<file path="config.mk">
export PLATFORM = sky130hd
export DESIGN_NAME = regfile_mp
export DESIGN_NICKNAME = d
export VERILOG_FILES = /design/src/rtl/regfile_pkg.sv /design/src/rtl/regfile_rd_port.sv /design/src/rtl/regfile_mp.sv
export SDC_FILE = /design/constraint.sdc
export NUM_CORES = 2
export LEC_CHECK = 0
export CORE_ASPECT_RATIO = 0.5
export CORE_MARGIN = 2
export CORE_UTILIZATION = 42
export DETAILED_ROUTE_END_ITERATION = 10
export PLACE_DENSITY = 0.66
export SLEW_MARGIN = 20
export SYNTH_ARGS = -nofsm -noshare
export SYNTH_HDL_FRONTEND = slang
export SYNTH_SLANG_ARGS = --single-unit
</file>
<file path="constraint.sdc">
create_clock -name clk -period 3.72 [get_ports clk]
set_input_delay 0.558 -clock clk [delete_from_list [all_inputs] [get_ports clk]]
set_output_delay 0.558 -clock clk [all_outputs]
set_load 0.05 [all_outputs]
</file>
<file path="src/rtl/regfile_pkg.sv">
// Shared constants and types for the multi-port integer register file.
package regfile_pkg;

  localparam int DATA_W_DEF = 32;
  localparam int ADDR_W_DEF = 5;

  typedef logic [DATA_W_DEF-1:0] word_t;
  typedef logic [ADDR_W_DEF-1:0] addr_t;

endpackage

</file>
<file path="src/rtl/regfile_rd_port.sv">
// One read port: forwards same-cycle writes/reservations and holds the output registers.
module regfile_rd_port
  import regfile_pkg::*;
#(
  parameter int DATA_W   = DATA_W_DEF,
  parameter int ADDR_W   = ADDR_W_DEF,
  parameter int NUM_WR   = 2,
  parameter int ZERO_REG = 1
) (
  input  logic                     clk,
  input  logic                     rst_n,
  input  logic                     rd_en,
  input  logic [ADDR_W-1:0]        rd_addr,
  input  logic [DATA_W-1:0]        stor_word,
  input  logic                     busy_bit,
  input  logic [NUM_WR-1:0]        wr_en,
  input  logic [NUM_WR*ADDR_W-1:0] wr_addr,
  input  logic [NUM_WR*DATA_W-1:0] wr_data,
  input  logic                     rsv_en,
  input  logic [ADDR_W-1:0]        rsv_addr,
  output logic [DATA_W-1:0]        rd_data,
  output logic                     rd_busy
);

  logic [DATA_W-1:0] data_nxt_s;
  logic              busy_nxt_s;
  logic              is_zero_s;
  logic [DATA_W-1:0] data_r;
  logic              busy_r;

  // Resolve the post-edge view of the addressed register; ascending loop lets the higher write port win.
  always_comb begin
    data_nxt_s = stor_word;
    busy_nxt_s = busy_bit;
    is_zero_s  = (ZERO_REG != 0) && (rd_addr == {ADDR_W{1'b0}});
    for (int j = 0; j < NUM_WR; j++) begin
      if (wr_en[j] && (wr_addr[j*ADDR_W +: ADDR_W] == rd_addr)) begin
        data_nxt_s = wr_data[j*DATA_W +: DATA_W];
        busy_nxt_s = 1'b0;
      end else begin
        data_nxt_s = data_nxt_s;
      end
    end
    // A reservation issued alongside a write belongs to a newer producer.
    if (rsv_en && (rsv_addr == rd_addr)) begin
      busy_nxt_s = 1'b1;
    end else begin
      busy_nxt_s = busy_nxt_s;
    end
    if (is_zero_s) begin
      data_nxt_s = {DATA_W{1'b0}};
      busy_nxt_s = 1'b0;
    end else begin
      data_nxt_s = data_nxt_s;
    end
  end

  // Output registers update only on an enabled read, otherwise hold.
  always_ff @(posedge clk or negedge rst_n) begin
    if (!rst_n) begin
      data_r <= {DATA_W{1'b0}};
      busy_r <= 1'b0;
    end else if (rd_en) begin
      data_r <= data_nxt_s;
      busy_r <= busy_nxt_s;
    end
  end

  assign rd_data = data_r;
  assign rd_busy = busy_r;

endmodule

</file>
<file path="src/rtl/regfile_mp.sv">
// Parametrised multi-port register file with write forwarding, write priority and busy scoreboard.
module regfile_mp
  import regfile_pkg::*;
#(
  parameter int DATA_W   = DATA_W_DEF,
  parameter int ADDR_W   = ADDR_W_DEF,
  parameter int NUM_RD   = 2,
  parameter int NUM_WR   = 2,
  parameter int ZERO_REG = 1
) (
  input  logic                     clk,
  input  logic                     rst_n,
  input  logic [NUM_RD-1:0]        rd_en,
  input  logic [NUM_RD*ADDR_W-1:0] rd_addr,
  output logic [NUM_RD*DATA_W-1:0] rd_data,
  output logic [NUM_RD-1:0]        rd_busy,
  input  logic [NUM_WR-1:0]        wr_en,
  input  logic [NUM_WR*ADDR_W-1:0] wr_addr,
  input  logic [NUM_WR*DATA_W-1:0] wr_data,
  input  logic                     rsv_en,
  input  logic [ADDR_W-1:0]        rsv_addr
);

  localparam int DEPTH = 2**ADDR_W;

  logic [DATA_W-1:0] mem_r [DEPTH];
  logic [DEPTH-1:0]  busy_r;
  logic [NUM_WR-1:0] wr_ok_s;
  logic              rsv_ok_s;

  // Qualify writes and reservations against the hardwired zero register.
  always_comb begin
    for (int j = 0; j < NUM_WR; j++) begin
      wr_ok_s[j] = wr_en[j] &&
                   !((ZERO_REG != 0) && (wr_addr[j*ADDR_W +: ADDR_W] == {ADDR_W{1'b0}}));
    end
    rsv_ok_s = rsv_en && !((ZERO_REG != 0) && (rsv_addr == {ADDR_W{1'b0}}));
  end

  // Storage: later loop iterations overwrite earlier ones, so the highest write port wins.
  always_ff @(posedge clk or negedge rst_n) begin
    if (!rst_n) begin
      for (int i = 0; i < DEPTH; i++) begin
        mem_r[i] <= {DATA_W{1'b0}};
      end
    end else begin
      for (int j = 0; j < NUM_WR; j++) begin
        if (wr_ok_s[j]) begin
          mem_r[wr_addr[j*ADDR_W +: ADDR_W]] <= wr_data[j*DATA_W +: DATA_W];
        end
      end
    end
  end

  // Busy scoreboard: writes clear, a reservation afterwards sets and so wins a same-address clash.
  always_ff @(posedge clk or negedge rst_n) begin
    if (!rst_n) begin
      busy_r <= {DEPTH{1'b0}};
    end else begin
      for (int j = 0; j < NUM_WR; j++) begin
        if (wr_ok_s[j]) begin
          busy_r[wr_addr[j*ADDR_W +: ADDR_W]] <= 1'b0;
        end
      end
      if (rsv_ok_s) begin
        busy_r[rsv_addr] <= 1'b1;
      end
    end
  end

  for (genvar k = 0; k < NUM_RD; k++) begin : g_rd
    logic [ADDR_W-1:0] addr_s;
    assign addr_s = rd_addr[k*ADDR_W +: ADDR_W];

    regfile_rd_port #(
      .DATA_W   (DATA_W),
      .ADDR_W   (ADDR_W),
      .NUM_WR   (NUM_WR),
      .ZERO_REG (ZERO_REG)
    ) u_rd_port (
      .clk       (clk),
      .rst_n     (rst_n),
      .rd_en     (rd_en[k]),
      .rd_addr   (addr_s),
      .stor_word (mem_r[addr_s]),
      .busy_bit  (busy_r[addr_s]),
      .wr_en     (wr_en),
      .wr_addr   (wr_addr),
      .wr_data   (wr_data),
      .rsv_en    (rsv_en),
      .rsv_addr  (rsv_addr),
      .rd_data   (rd_data[k*DATA_W +: DATA_W]),
      .rd_busy   (rd_busy[k])
    );
  end

endmodule

</file>
==> results.toml <==
[synthesis]
synth_cell_type_count = 56
syn_nets = 6566
yosysWarnings = 0
synth_top_area_share_pct = 40.7
synth_top_area_cell = "dfrtp_1"
ys_top_cells_by_count = "dfrtp_1, mux2i_1, nand2_1, nor2_1, mux4_2"
ys_ff_latch = 1122
synth_edf_count = 0
yosysMostFrequentCell = "dfrtp_1"
ys_async_sr_fraction_pct = 100
synth_flop_cell = "dfrtp_1"
synthCells = 6470
synth_area_leaders = "dfrtp_1, mux4_2, mux2i_1"
postSynthAreaPerCell_um2 = 10.7
synth_area_um2 = 69000
seq_area_frac_synth_pct = 40.7

[floorplanning]
fp.dieArea_um2 = 168000
start_util_pct = 42.2
io_pins = 162
fp.dieW_um = 577
fp.coreArea_um2 = 164000
fp.dieH_um = 291
row_count = 105

[power_and_ir_drop]
power_density_nw_per_um2 = 532
switching_share_pct = 31.8
vdd_ir_drop_max_v = 0.000418
seqPwrFrac_pct = 43.0
finalPower_w = 0.0416
clock_power_share_pct = 30.6
cellLeakagePower_nw = 34.1
combPwrFrac_pct = 26.4
p_sw_w = 0.0132
power.internal_w = 0.0284

[routing]
wl_um = 273000
vias_per_cell = 6.59
routedWlPerCell_um = 31.9
vias = 56400
drc = 0
drt_iter0_drc = 7708
antenna_left = 0
drtPass1Iterations = 6

[worst_setup_path]
crit_slowest_cell = "clkdlybuf4s50_1"
path_buf_inv = 1
crit_path_start = "g_rd[1].u_rd_port.rd_data[31]"
critical_path_required_ps = 3160
crit_fanout = 2
r2r_slack_ps = 1600
cp.arrival_ps = 2340
crit_path_start_kind = "flip-flop"
crit_family = "buffers and inverters"
r2r-start = "mem_r[838]"
endpoint_kind = "output port"
path_cells = "clkdlybuf4s50_1"
slowest_delay_ps = 1010
critical_path_class = "reg -> out"

[global_route]
grt_pass1_wl_um = 394000
first_global_vias = 54500
antenna_found_initial = 18
grt_usage_pct = 32.1
grt_max_degree = 86
grt-ovfl-total = 0

[timing]
slew_violations = 0
setup_viol = 0
tns_ps = 0
hold_violations = 0
max_freq_mhz = 345
period_needed_ps = 2900
slew_headroom_pct = 16.5
fin_worst_skew_ps = 34.3
rsz0062_at_grt = "no"
tightest_slew_ps = 1250
fin_crit_sh_pct = 77.9

[clock_network]
cts.root.buffer_cell = "clkbuf_16"
insertion_delay_ps = 770
path_clk_slew_ps = 60
cts-htree-levels = 3
clk_path_buf_depth = 3
cts_tree = "done"
cts_made_buffers = 115
cts.sinks = 1122
cts_setup_buffers = 0

[placement]
dpl.hpwl_um = 165000
routabilityCongestion = 0.954
io_buffers = 161

[final_layout]
nets = 6356
area_delta_synth_final_pct = 13.4
layout-drive-gt1-share_pct = 18.8

[hold_path]
min_path_type = "reg -> reg"
hp-start = "mem_r[1020]"

[run]
maxCapViolCount = 0

[status]
status = "complete, no violations"
[registers in the layout (all words and copies together) (netlist names)]
signal and cells:
mem_r 1024, g_rd.u_rd_port.rd_data 64, busy_r 32, g_rd.u_rd_port.rd_busy 2
[cell usage in the layout (no fill, tap or decap), types with 53 or more instances in the layout]
master           instances
o21ai_1                 53
clkbuf_16              115
buf_12                  96
mux4_2                 556
a22oi_1                 60
o221ai_1                54
o21ai_0                477
a21oi_1                524
buf_4                  259
nand2_1                665
dfrtp_1               1122
nor2_1                 565
clkdlybuf4s50_1        149
mux2i_1               1107
[cell type report]
class,instances,area [µm²]
tap,2193,2740
multi-input combinational,4466,37700
clock buffer,160,3350
clock inverter,51,714
sequential,1122,28100
antenna,8,20.0
timing repair buffer,514,5480
inverter,41,159
fill,14500,85300
[metal layers]
metal,GRT usage [%],vias to the layer above,wire [µm]
met5,0,-,140
met3,9.77,959,35600
met1,42.5,28200,102000
met2,46.7,4023,116000
li1,-,23100,-
met4,18.5,22,18700
[per-stage QoR]
stage	cell area, µm²	setup slack [ps]	hold WS, ps	utilization [%]	std cells
2_1_floorplan	69000	1180	262	-	6470
3_3_place_gp	74200	529	377	45.4	8335
3_5_place_dp	74200	472	384	45.4	8335
4_1_cts	78200	862	373	47.8	8547
5_1_grt	78300	839	412	47.8	8552
6_report	78300	820	395	47.8	8555
[power groups by stage]
stage	clock network (W)	logic, W	registers (W)
after CTS	0.0128	0.0109	0.0178
after global placement	0	0.0106	0.0178
final	0.0127	0.0110	0.0179
after global routing	0.0133	0.0118	0.0183
after floorplan	0	0.00749	0.0176
after detailed placement	0	0.0109	0.0180
[path summary, 6_finish.rpt]
kind	endpoint	cells after the start
setup / recovery	rd_data[63]	1
hold / removal	mem_r[1020]	0
setup reg to reg	g_rd[1].u_rd_port.rd_data[6]	6
hold reg to reg	mem_r[1020]	0
max in group asynchronous	mem_r[312]	3
min in group asynchronous	mem_r[288]	2
[cells by family (layout without fill, tap and decap cells)]
group,Yosys count,after routing,share of synthesized area (%)
other,0,8,0
XOR/XNOR,30,30,0.381
buffers and inverters,882,766,5.41
AND/OR/NAND/NOR,1422,1422,8.21
AO/OA/AOI/OAI,1351,1351,11.2
multiplexers,1663,1663,34.2
flip-flops,1122,1122,40.7
[repair_timing]
action	4_1_cts	5_1_grt
gates resized for setup	0	0
hold buffers	1	0
hold endpoints to repair	52	0
Note: power is estimated with default switching activity, not from simulation.
